[src/rtl/match_controller_if.sv]
// Signal bundle between the press detectors / light field and match_controller.
// Event pulses (start, l_press, r_press) are one-cycle strobes; round_over/left_won are levels.
interface match_controller_if #(
  parameter int SCORE_W = 3
);
  logic               start;
  logic               l_press;
  logic               r_press;
  logic               round_over;
  logic               left_won;
  logic               l_gated;
  logic               r_gated;
  logic               field_reset;
  logic [SCORE_W-1:0] score_l;
  logic [SCORE_W-1:0] score_r;
  logic               match_over;
  logic               match_winner;
  logic [2:0]         state_dbg;

  modport master (
    output start, l_press, r_press, round_over, left_won,
    input  l_gated, r_gated, field_reset, score_l, score_r,
    input  match_over, match_winner, state_dbg
  );

  modport slave (
    input  start, l_press, r_press, round_over, left_won,
    output l_gated, r_gated, field_reset, score_l, score_r,
    output match_over, match_winner, state_dbg
  );
endinterface

[src/rtl/match_controller.sv]
// Best-of-N tug-of-war sequencer: countdown, play, result hold and match end,
// gating player presses into the light field and keeping per-player round scores.
module match_controller #(
  parameter int WIN_ROUNDS = 3,
  parameter int SCORE_W    = 3,
  parameter int COUNT_CYC  = 50000000,
  parameter int HOLD_CYC   = 25000000,
  parameter int TMR_W      = 26
) (
  input  logic                clk,
  input  logic                reset,
  match_controller_if.slave   bus
);

  typedef enum logic [2:0] {
    IDLE      = 3'd0,
    COUNTDOWN = 3'd1,
    PLAY      = 3'd2,
    HOLD      = 3'd3,
    MATCH_END = 3'd4
  } state_t;

  localparam logic [SCORE_W-1:0] WIN       = SCORE_W'(WIN_ROUNDS);
  localparam logic [TMR_W-1:0]   COUNT_END = TMR_W'(COUNT_CYC - 1);
  localparam logic [TMR_W-1:0]   HOLD_END  = TMR_W'(HOLD_CYC - 1);

  state_t             state, state_nxt;
  logic [TMR_W-1:0]   timer, timer_nxt;
  logic [SCORE_W-1:0] score_l, score_l_nxt;
  logic [SCORE_W-1:0] score_r, score_r_nxt;
  logic               field_reset;
  logic               field_reset_nxt;
  logic [SCORE_W-1:0] score_l_inc;
  logic [SCORE_W-1:0] score_r_inc;
  logic               play_open;

  // Saturating increments so a score can never wrap past the winning count.
  assign score_l_inc = (score_l == WIN) ? score_l : score_l + SCORE_W'(1);
  assign score_r_inc = (score_r == WIN) ? score_r : score_r + SCORE_W'(1);

  always_ff @(posedge clk or negedge reset) begin
    if (!reset) begin
      state       <= IDLE;
      timer       <= '0;
      score_l     <= '0;
      score_r     <= '0;
      field_reset <= 1'b1;
    end else begin
      state       <= state_nxt;
      timer       <= timer_nxt;
      score_l     <= score_l_nxt;
      score_r     <= score_r_nxt;
      field_reset <= field_reset_nxt;
    end
  end

  always_comb begin
    state_nxt   = state;
    timer_nxt   = timer;
    score_l_nxt = score_l;
    score_r_nxt = score_r;

    unique case (state)
      IDLE: begin
        if (bus.start) begin
          state_nxt = COUNTDOWN;
          timer_nxt = '0;
        end
      end

      COUNTDOWN: begin
        if (timer == COUNT_END) begin
          state_nxt = PLAY;
          timer_nxt = '0;
        end else begin
          timer_nxt = timer + TMR_W'(1);
        end
      end

      PLAY: begin
        if (bus.round_over) begin
          timer_nxt = '0;
          if (bus.left_won) begin
            score_l_nxt = score_l_inc;
            state_nxt   = (score_l_inc == WIN) ? MATCH_END : HOLD;
          end else begin
            score_r_nxt = score_r_inc;
            state_nxt   = (score_r_inc == WIN) ? MATCH_END : HOLD;
          end
        end
      end

      HOLD: begin
        if (timer == HOLD_END) begin
          state_nxt = COUNTDOWN;
          timer_nxt = '0;
        end else begin
          timer_nxt = timer + TMR_W'(1);
        end
      end

      MATCH_END: begin
        if (bus.start) begin
          score_l_nxt = '0;
          score_r_nxt = '0;
          state_nxt   = COUNTDOWN;
          timer_nxt   = '0;
        end
      end

      default: begin
        state_nxt = IDLE;
        timer_nxt = '0;
      end
    endcase
  end

  // The field stays centred only while idle or counting down; in HOLD and
  // MATCH_END it is released so the winning position remains visible.
  assign field_reset_nxt = (state_nxt == IDLE) || (state_nxt == COUNTDOWN);

  assign play_open = (state == PLAY) && !bus.round_over;

  assign bus.l_gated      = play_open && bus.l_press;
  assign bus.r_gated      = play_open && bus.r_press;
  assign bus.field_reset  = field_reset;
  assign bus.score_l      = score_l;
  assign bus.score_r      = score_r;
  assign bus.match_over   = (state == MATCH_END);
  assign bus.match_winner = (state == MATCH_END) && (score_l == WIN);
  assign bus.state_dbg    = state;

endmodule

[src/flat_wrapper.sv]
// flat-port wrapper written by rule: the top's interface ports become plain ports
module match_controller_flat 
#(
  parameter int WIN_ROUNDS = 3,
  parameter int SCORE_W    = 3,
  parameter int COUNT_CYC  = 50000000,
  parameter int HOLD_CYC   = 25000000,
  parameter int TMR_W      = 26
)
  (clk, reset, bus_start, bus_l_press, bus_r_press, bus_round_over, bus_left_won, bus_l_gated, bus_r_gated, bus_field_reset, bus_score_l, bus_score_r, bus_match_over, bus_match_winner, bus_state_dbg);
  match_controller_if #(.SCORE_W(SCORE_W)) bus_i ();
  input  logic clk;
  input  logic reset;
  input wire logic [$bits(bus_i.start)-1:0] bus_start;
  input wire logic [$bits(bus_i.l_press)-1:0] bus_l_press;
  input wire logic [$bits(bus_i.r_press)-1:0] bus_r_press;
  input wire logic [$bits(bus_i.round_over)-1:0] bus_round_over;
  input wire logic [$bits(bus_i.left_won)-1:0] bus_left_won;
  output wire logic [$bits(bus_i.l_gated)-1:0] bus_l_gated;
  output wire logic [$bits(bus_i.r_gated)-1:0] bus_r_gated;
  output wire logic [$bits(bus_i.field_reset)-1:0] bus_field_reset;
  output wire logic [$bits(bus_i.score_l)-1:0] bus_score_l;
  output wire logic [$bits(bus_i.score_r)-1:0] bus_score_r;
  output wire logic [$bits(bus_i.match_over)-1:0] bus_match_over;
  output wire logic [$bits(bus_i.match_winner)-1:0] bus_match_winner;
  output wire logic [$bits(bus_i.state_dbg)-1:0] bus_state_dbg;
  assign bus_i.start = bus_start;
  assign bus_i.l_press = bus_l_press;
  assign bus_i.r_press = bus_r_press;
  assign bus_i.round_over = bus_round_over;
  assign bus_i.left_won = bus_left_won;
  assign bus_l_gated = bus_i.l_gated;
  assign bus_r_gated = bus_i.r_gated;
  assign bus_field_reset = bus_i.field_reset;
  assign bus_score_l = bus_i.score_l;
  assign bus_score_r = bus_i.score_r;
  assign bus_match_over = bus_i.match_over;
  assign bus_match_winner = bus_i.match_winner;
  assign bus_state_dbg = bus_i.state_dbg;
  match_controller #(.WIN_ROUNDS(WIN_ROUNDS), .SCORE_W(SCORE_W), .COUNT_CYC(COUNT_CYC), .HOLD_CYC(HOLD_CYC), .TMR_W(TMR_W)) u_core (.clk(clk), .reset(reset), .bus(bus_i));
endmodule
[config.mk]
export PLATFORM = sky130hd
export DESIGN_NAME = match_controller_flat
export DESIGN_NICKNAME = d
export VERILOG_FILES = /design/src/rtl/match_controller_if.sv /design/src/rtl/match_controller.sv /design/src/flat_wrapper.sv
export SDC_FILE = /design/constraint.sdc
export NUM_CORES = 1
export LEC_CHECK = 0
export BUFFER_PORTS_ARGS = -buffer_cell sky130_fd_sc_hd__buf_2
export CORE_MARGIN = 2
export CORE_UTILIZATION = 63
export DETAILED_ROUTE_END_ITERATION = 8
export GPL_TIMING_DRIVEN = 0
export PLACE_DENSITY = 0.9
export SYNTH_ARGS = -nofsm -noshare
export SYNTH_HDL_FRONTEND = slang
export SYNTH_SLANG_ARGS = --single-unit
[constraint.sdc]
create_clock -name clk -period 4.45 [get_ports clk]
set_clock_uncertainty 0.05 [all_clocks]
set_input_delay 0 -clock clk [delete_from_list [all_inputs] [get_ports clk]]
set_output_delay 0 -clock clk [all_outputs]
set_load 0.1 [all_outputs]
# Word level (Yosys, flattened, before mapping)
# Cells that the tools add are included.
# Widths: inputs -> output; s select.
# totals
out_inout_bits	14
word_cells	59
inputBits	7
register_bits	36
# op_classes
n_mux	22
n_addsub	3
n_eq_ne	16
reduce_logical	13
# ops
op	n
$mux 26	4
$pmux 26 s4	1
$mux 3	14
$add 26x1->26 const B	1
$eq 26x25->1 const B	1
$eq 26x26->1 const B	1
$eq 3x2->1 const B	6
$pmux 3 s2	2
$pmux 3 s4	1
$ne 2x2->1 const B	4
$reduce_and 4->1	2
$add 3x1->3 const B	2
$eq 3x1->1 const B	2
$logic_not 3->1	2
$logic_and 1x1->1	4
$eq 3x3->1 const B	1
$ne 2x1->1 const B	1
$reduce_and 2->1	1
$reduce_bool 2->1	1
$reduce_or 2->1	1
$logic_not 1->1	1
$logic_or 1x1->1	1

# Depth between registers and ports, before layout
# Gate-level depths: netlist of run 1.
# logic_depth
word_depth	9
ltp_mapped	8
mapped_depth_nobuf	6

# Worst setup path before layout of run 1
# No wires, ideal clock.
# synth_path
path_type	reg-to-output
startpoint	reg u_core.state[2], in the netlist u_core.bus.state_dbg[2]
endpoint	out bus_match_winner
arrival_ns	2.876
path_stages_with_launch	5
n_path_buf	1
required_ns	4.400
setup_slack_ns	1.524
cell_sequence	dfrtp_1 clkbuf_1 nand2_1 inv_1 and3_1
# synth_between
elab_chain_len	2
# synth_rtl
item	line	source
start, declared	match_controller.sv:27	state_t state, state_nxt;
start signal, assigned	match_controller.sv:49	state <= state_nxt;
$eq 3x3->1	n/a	
via bus_match_over	flat_wrapper.sv:24	output wire logic [$bits(bus_i.match_over)-1:0] bus_match_over;
$logic_and 1x1->1	match_controller.sv:130	assign bus.match_winner = (state == MATCH_END) && (score_l == WIN);
end, declared	flat_wrapper.sv:25	output wire logic [$bits(bus_i.match_winner)-1:0] bus_match_winner;
# The timed path passes the listed nets, and every way through them passes these cells.

# Worst setup path after layout of run 1
# layout_path
startpoint	reg u_core.state[1], in the netlist u_core.bus.state_dbg[1]
endpoint	reg u_core.timer[9]
# layout_between
elab_chain_len	4
elab_cells_between_ends	10
classes_between	eq/ne (6); mux (1); reduce/logical (3)
# layout_rtl
item	line	source
$eq 3x3->1 / $logic_not 3->1 (equally long branches)	match_controller.sv:63	unique case (state)
$reduce_or 2->1 (no source line)	n/a	
$ne 2x1->1 (no source line)	n/a	
$reduce_and 2->1 (no source line)	n/a	
end signal, assigned	match_controller.sv:50	timer <= timer_nxt;
end, declared	match_controller.sv:28	logic [TMR_W-1:0] timer, timer_nxt;
# Several ways; a longest one is shown, not always the timed one.
# A chain may end at the register's enable or synchronous reset.

==> impl_metrics.tcl, run 1 <==
set metrics [dict create \
    status "finished clean" \
    cts-buffers-inserted 5 \
    die_x_um 61.61 \
    grt_pass1_vias 1590 \
    worstHoldStart "bus_left_won" \
    startpoint "u_core.bus.state_dbg[1]$_DFF_PN0_" \
    cts_root_buf "clkbuf_4" \
    synthesis.area_sq_um 2091 \
    critPathMaxFanout 10 \
    cts_tree "done" \
    fin_hold_ws_ps 31.93 \
    clock_latency_ps 340 \
    grt_max_degree 37 \
    crit_family "buffers and inverters" \
    grt_pass1_wl_um 6955 \
    final_cell_mix "dfrtp_1 (35), nor2_1 (29), nand3_1 (20), buf_2 (20), nand2_1 (15)" \
    ir_worst_vdd_mv 0.1577 \
    synth_ff_type "dfrtp_1" \
    path_class "flip-flop to flip-flop" \
    wl_per_cell_um 13.62 \
    core-area_sq_um 3103 \
    crit_buf_inv 3 \
    detail-route-antenna-nets 0 \
    layout_setup_ws_ps 1796 \
    synth_seq_cells 36 \
    timing.fmax_ghz 0.3768 \
    rsz0062_at_grt "false" \
    max_stage_delay_ps 590 \
    r2r-start "u_core.bus.state_dbg[1]$_DFF_PN0_" \
    antenna_found_initial 0 \
    hp-class "input pin to flip-flop" \
    antennaDiodeCount 0 \
    fin_crit_sh 0.5964 \
    ys_warn_count 0 \
    worst_pin_slew_ps 765.2 \
    h-tree-depth 2 \
    grt_overflow 0 \
    cp.arrival_ps 2840 \
    ctsLongestPathBuffers 2 \
    hold_violations 0 \
    grt-busiest-layer "met2" \
    synth_cell_types 45 \
    synthCells 232 \
    io_buffers 20 \
    crit_top_cell "clkbuf_1" \
    pwr-share-seq 0.644 \
    fin_tns_setup_ps 0 \
    path_cells "clkbuf_1, nor4b_1, or2_2, clkbuf_1, clkbuf_1, nor3_1, xnor2_1, nor2_1" \
    worst_path_max_delay_cell "nor4b_1" \
    pwr-share-clk 0.291 \
    power.switching_uw 137.3 \
    area_growth_pct 11.07 \
    switching_share 0.2500 \
    slew_headroom 0.4898 \
    placementRows 20 \
    drive_gt1_frac 0.1374 \
    path_clk_slew_ps 100 \
    synth_async_sr_flop_share 1.000 \
    drt_pre_antenna_iters 4 \
    use_met1 0.3463 \
    synth-edff-count 0 \
    gp_congestion 0.8277 \
    start_util 0.6738 \
    ioPinCount 21 \
    p_int_uw 411.9 \
    die-area_sq_um 3795 \
    nFillCells 245 \
    fp.dieH_um 61.61 \
    drt_iter0_markers 88 \
    via_per_inst 5.899 \
    routed_wl_um 4169 \
    postCtsSetupBuffers 0 \
    via_count 1805 \
    drcViolationCount 0 \
    p_per_area_nw_per_um2 236.5 \
    start_kind "flip-flop" \
    finalSetupViolations 0 \
    grt.total_usage 0.2538 \
    syn_area_per_cell_sq_um 9.012 \
    ys_seq_area_frac 0.4315 \
    syn-num-nets 242 \
    power_leakage_nw 0.9981 \
    report.final.slew_viol_count 0 \
    crit_path_end_kind "flip-flop" \
    pre_cts_ws_ps 1833 \
    layout_min_cycle_time_ps 2654 \
    met3_usage 0.07773 \
    dpl.hpwl_um 3082 \
    cts_sinks 36 \
    grtUsageMet2 0.3850 \
    final_nets 272 \
    power_frac_comb 0.066 \
    layout_commonest_cell "dfrtp_1" \
    critical_path_required_ps 4640 \
    maxCapViolCount 0 \
]
cells in the mapped netlist, types with 6 or more instances:
master     n  share of area
nor2_1    29          0.052
clkbuf_1   7          0.013
nand2_1   15          0.027
nor3_1     9          0.022
o21ai_0   12          0.029
nand4_1   10          0.030
inv_1      7          0.013
dfrtp_1   35           0.42
xnor2_1    6          0.025
nand3_1   20          0.048
xor2_1    12          0.050
what timing repair did:
action / 4_1_cts / 5_1_grt
endpoints found under the hold margin: 38 / 0
hold buffers: 3 / 0
endpoints found under the setup margin: 0 / 0
resized for setup: 0 / 0
area by class of cell:
| class | instances | area (sq um) | area share |
|---|---|---|---|
| multi-input cells | 180 | 1114 | 0.4795 |
| flip-flops and latches | 36 | 902.1 | 0.3885 |
| repair buffers | 23 | 130.1 | 0.05603 |
| well taps | 44 | 55.05 | 0.02371 |
| plain buffers | 9 | 48.80 | 0.02101 |
| clock buffers | 6 | 41.29 | 0.01778 |
| inverters | 7 | 26.28 | 0.01131 |
| clock inverters | 1 | 5.005 | 0.002155 |
worst reg2reg max path: stages (launching register included):
cell and delay [ps]:
dfrtp_1 350, clkbuf_1 340, nor4b_1 590, or2_2 220, clkbuf_1 300, clkbuf_1 350
nor3_1 120, xnor2_1 160, nor2_1 60
worst paths after layout:
path | to | slack, ps | cells after the start
max in group asynchronous | u_core.timer[3]$_DFFE_PN0P_ | 3660 | 2
worst max-delay path | u_core.timer[9]$_DFFE_PN0P_ | 1800 | 8
worst max register to register | u_core.timer[9]$_DFFE_PN0P_ | 1800 | 8
min in group asynchronous | u_core.timer[16]$_DFFE_PN0P_ | 210 | 2
worst min-delay path | u_core.bus.score_l[2]$_DFFE_PN0P_ | 30 | 4
worst min register to register | u_core.timer[4]$_DFFE_PN0P_ | 510 | 1
power groups by stage:
stage	clock, mW	sequential (mW)	combinational (mW)
after global routing	0.174	0.356	0.0415
after detailed placement	0	0.359	0.0339
after floorplan	0	0.356	0.0204
final	0.160	0.354	0.0360
after global placement	0	0.359	0.0338
after CTS	0.161	0.353	0.0362
registers in the layout (all words and copies together), names as in the netlist:
signal                  count
u_core.bus.score_r          3
u_core.timer               26
u_core.bus.score_l          3
u_core.bus.state_dbg        3
u_core.bus.field_reset      1
metal layers:
layer | up-vias | share of wire
li1 | 905 | -
met1 | 846 | 0.48
met2 | 48 | 0.45
met3 | 6 | 0.059
met4 | 0 | 0.013
met5 | - | 0
logic make-up after synthesis:
logic type,after synthesis,synth area share
fa+ha+maj,3,0.01796
simple gates,122,0.3142
compound gates,36,0.1197
buf+inv,16,0.03591
xor+xnor,18,0.07540
flops,36,0.4315
mux,1,0.005386
through the flow:
| step | cell area (sq um) | cells | util | total power, mW |
|---|---|---|---|---|
| 2_1_floorplan | 2091 | 232 | - | 0.3768 |
| 3_3_place_gp | 2246 | 296 | 0.7238 | 0.3930 |
| 3_5_place_dp | 2246 | 296 | 0.7238 | 0.3932 |
| 4_1_cts | 2322 | 306 | 0.7484 | 0.5503 |
| 5_1_grt | 2322 | 306 | 0.7484 | 0.5711 |
| 6_report | 2322 | 306 | 0.7484 | 0.5492 |
Power figures use the tool's default switching activity.
==> run 2: changes to the inputs <==
Settings changed: CORE_UTILIZATION 63 to 53, PLACE_DENSITY 0.9 to 0.82.
Clock period 4.45 ns to 2.28 ns, I/O delays scaled along.
==> impl_metrics.tcl, run 2 (synthesized netlist as in run 1, its figures left out) <==
set metrics [dict create \
    dpl.hpwl_um 3001 \
    path_clk_slew_ps 70 \
    path_class "flip-flop to flip-flop" \
    final_cell_mix "dfrtp_1 (30), nand3_1 (20), buf_2 (20)" \
    seqCellArea_sq_um 913.4 \
    placementRows 22 \
    pre_cts_ws_ps -245.5 \
    rsz0062_at_grt "true" \
    fp.dieH_um 66.81 \
    power_leakage_nw 1.035 \
    worstHoldStart "bus_left_won" \
    ir_worst_vdd_mv 0.3548 \
    antennaDiodeCount 0 \
    clock_latency_ps 290 \
    fin_crit_sh 1.037 \
    finalSetupViolations 20 \
    cts_root_buf "clkbuf_8" \
    grt_max_degree 37 \
    hp-class "input pin to flip-flop" \
    critical_path_required_ps 2410 \
    largest_register_ff_count 26 \
    drt_iter0_markers 168 \
    hold_violations 0 \
    critPathMaxFanout 5 \
    core-area_sq_um 3716 \
    drt_pre_antenna_iters 4 \
    via_per_inst 5.890 \
    io_buffers 20 \
    gp_congestion 0.7999 \
    layout_commonest_cell "dfrtp_1" \
    area_growth_pct 20.89 \
    cp.arrival_ps 2500 \
    dpl_cell_area_sq_um 2276 \
    layout_min_cycle_time_ps 2364 \
    die-area_sq_um 4463 \
    start_util 0.5626 \
    largest-register "u_core.timer" \
    worst_pin_slew_ps 789.9 \
    nFillCells 292 \
    violations "setup timing" \
    report.final.slew_viol_count 0 \
    antenna_found_initial 0 \
    final_cell_area_sq_um 2527 \
    grt.total_usage 0.2271 \
    maxCapViolCount 0 \
    status "finished with violations" \
    crit_path_end_kind "flip-flop" \
    grt_pass1_wl_um 7610 \
    h-tree-depth 2 \
    drive_gt1_frac 0.2768 \
    slew_headroom 0.4734 \
    layout_setup_ws_ps -84.29 \
    ioPinCount 21 \
    grt_overflow 0 \
    p_per_area_nw_per_um2 480.7 \
    wl_per_cell_um 14.20 \
    grt_pass1_vias 1711 \
    fin_tns_setup_ps -1286 \
    timing.fmax_ghz 0.4230 \
    cts_tree "done" \
    fin_hold_ws_ps 65.41 \
    die_x_um 66.81 \
    drcViolationCount 0 \
    r2r-start "u_core.timer[9]$_DFFE_PN0P_" \
    detail-route-antenna-nets 0 \
    startpoint "u_core.timer[9]$_DFFE_PN0P_" \
    cts-buffers-inserted 5 \
    start_kind "flip-flop" \
    cts_sinks 36 \
    multi_input_area_sq_um 1187 \
    routed_wl_um 4529 \
    ctsLongestPathBuffers 2 \
    final_nets 280 \
    via_count 1879 \
]
==> run 2: per-layer routing <==
layer,share of wire,track usage
met5,0,0
met4,0.013,0.07398
met3,0.065,0.05068
met2,0.47,0.3750
met1,0.45,0.2947
==> run 2: final timing paths <==
path,slack [ps],cells after the start,endpoint
worst max-delay path,-80,6,u_core.timer[9]$_DFFE_PN0P_
worst min-delay path,70,4,u_core.bus.score_l[2]$_DFFE_PN0P_
worst max register to register,-80,6,u_core.timer[9]$_DFFE_PN0P_
worst min register to register,490,1,u_core.bus.score_r[1]$_DFFE_PN0P_
max in group asynchronous,1320,2,u_core.bus.state_dbg[1]$_DFF_PN0_
min in group asynchronous,280,2,u_core.timer[25]$_DFFE_PN0P_
==> run 2: report_power, final <==
part / switching, mW / internal (mW)
logic: 0.0521 / 0.0400
registers: 0.0252 / 0.662
clock network: 0.221 / 0.214
total: 0.299 / 0.916
==> run 2: layout make-up <==
class | count | area share
multi-input combinational | 180 | 0.4698
sequential | 36 | 0.3614
timing repair buffer | 33 | 0.08614
clock buffer | 7 | 0.03020
tap | 48 | 0.02376
buffer | 7 | 0.01485
inverter | 7 | 0.01188
clock inverter | 1 | 0.001980
==> run 2: timing repair <==
| action | CTS | global route |
|---|---|---|
| hold buffers | 2 | 0 |
| endpoints found under the setup margin | 24 | 26 |
| gates resized for setup | 10 | 17 |
| gates cloned | 1 | 0 |
| setup buffers | 9 | 1 |
| hold endpoints to repair | 37 | 0 |
| pin swaps | 11 | 9 |
==> run 2: metrics by stage <==
step                      power [mW]  utilization  cells
after detailed placement      0.7698       0.6125    300
after floorplan               0.7355            -    232
final                          1.215       0.6801    319
after CTS                      1.219       0.6680    319
after global placement        0.7670       0.6125    300
after global routing           1.275       0.6801    319
==> run 2: critical path, stage by stage (launching register included) <==
cell and delay [ps]:
dfrtp_1 390, or4_4 550, or4_4 540, o21a_4 250, a21oi_4 260, buf_6 180, nor2_1 40
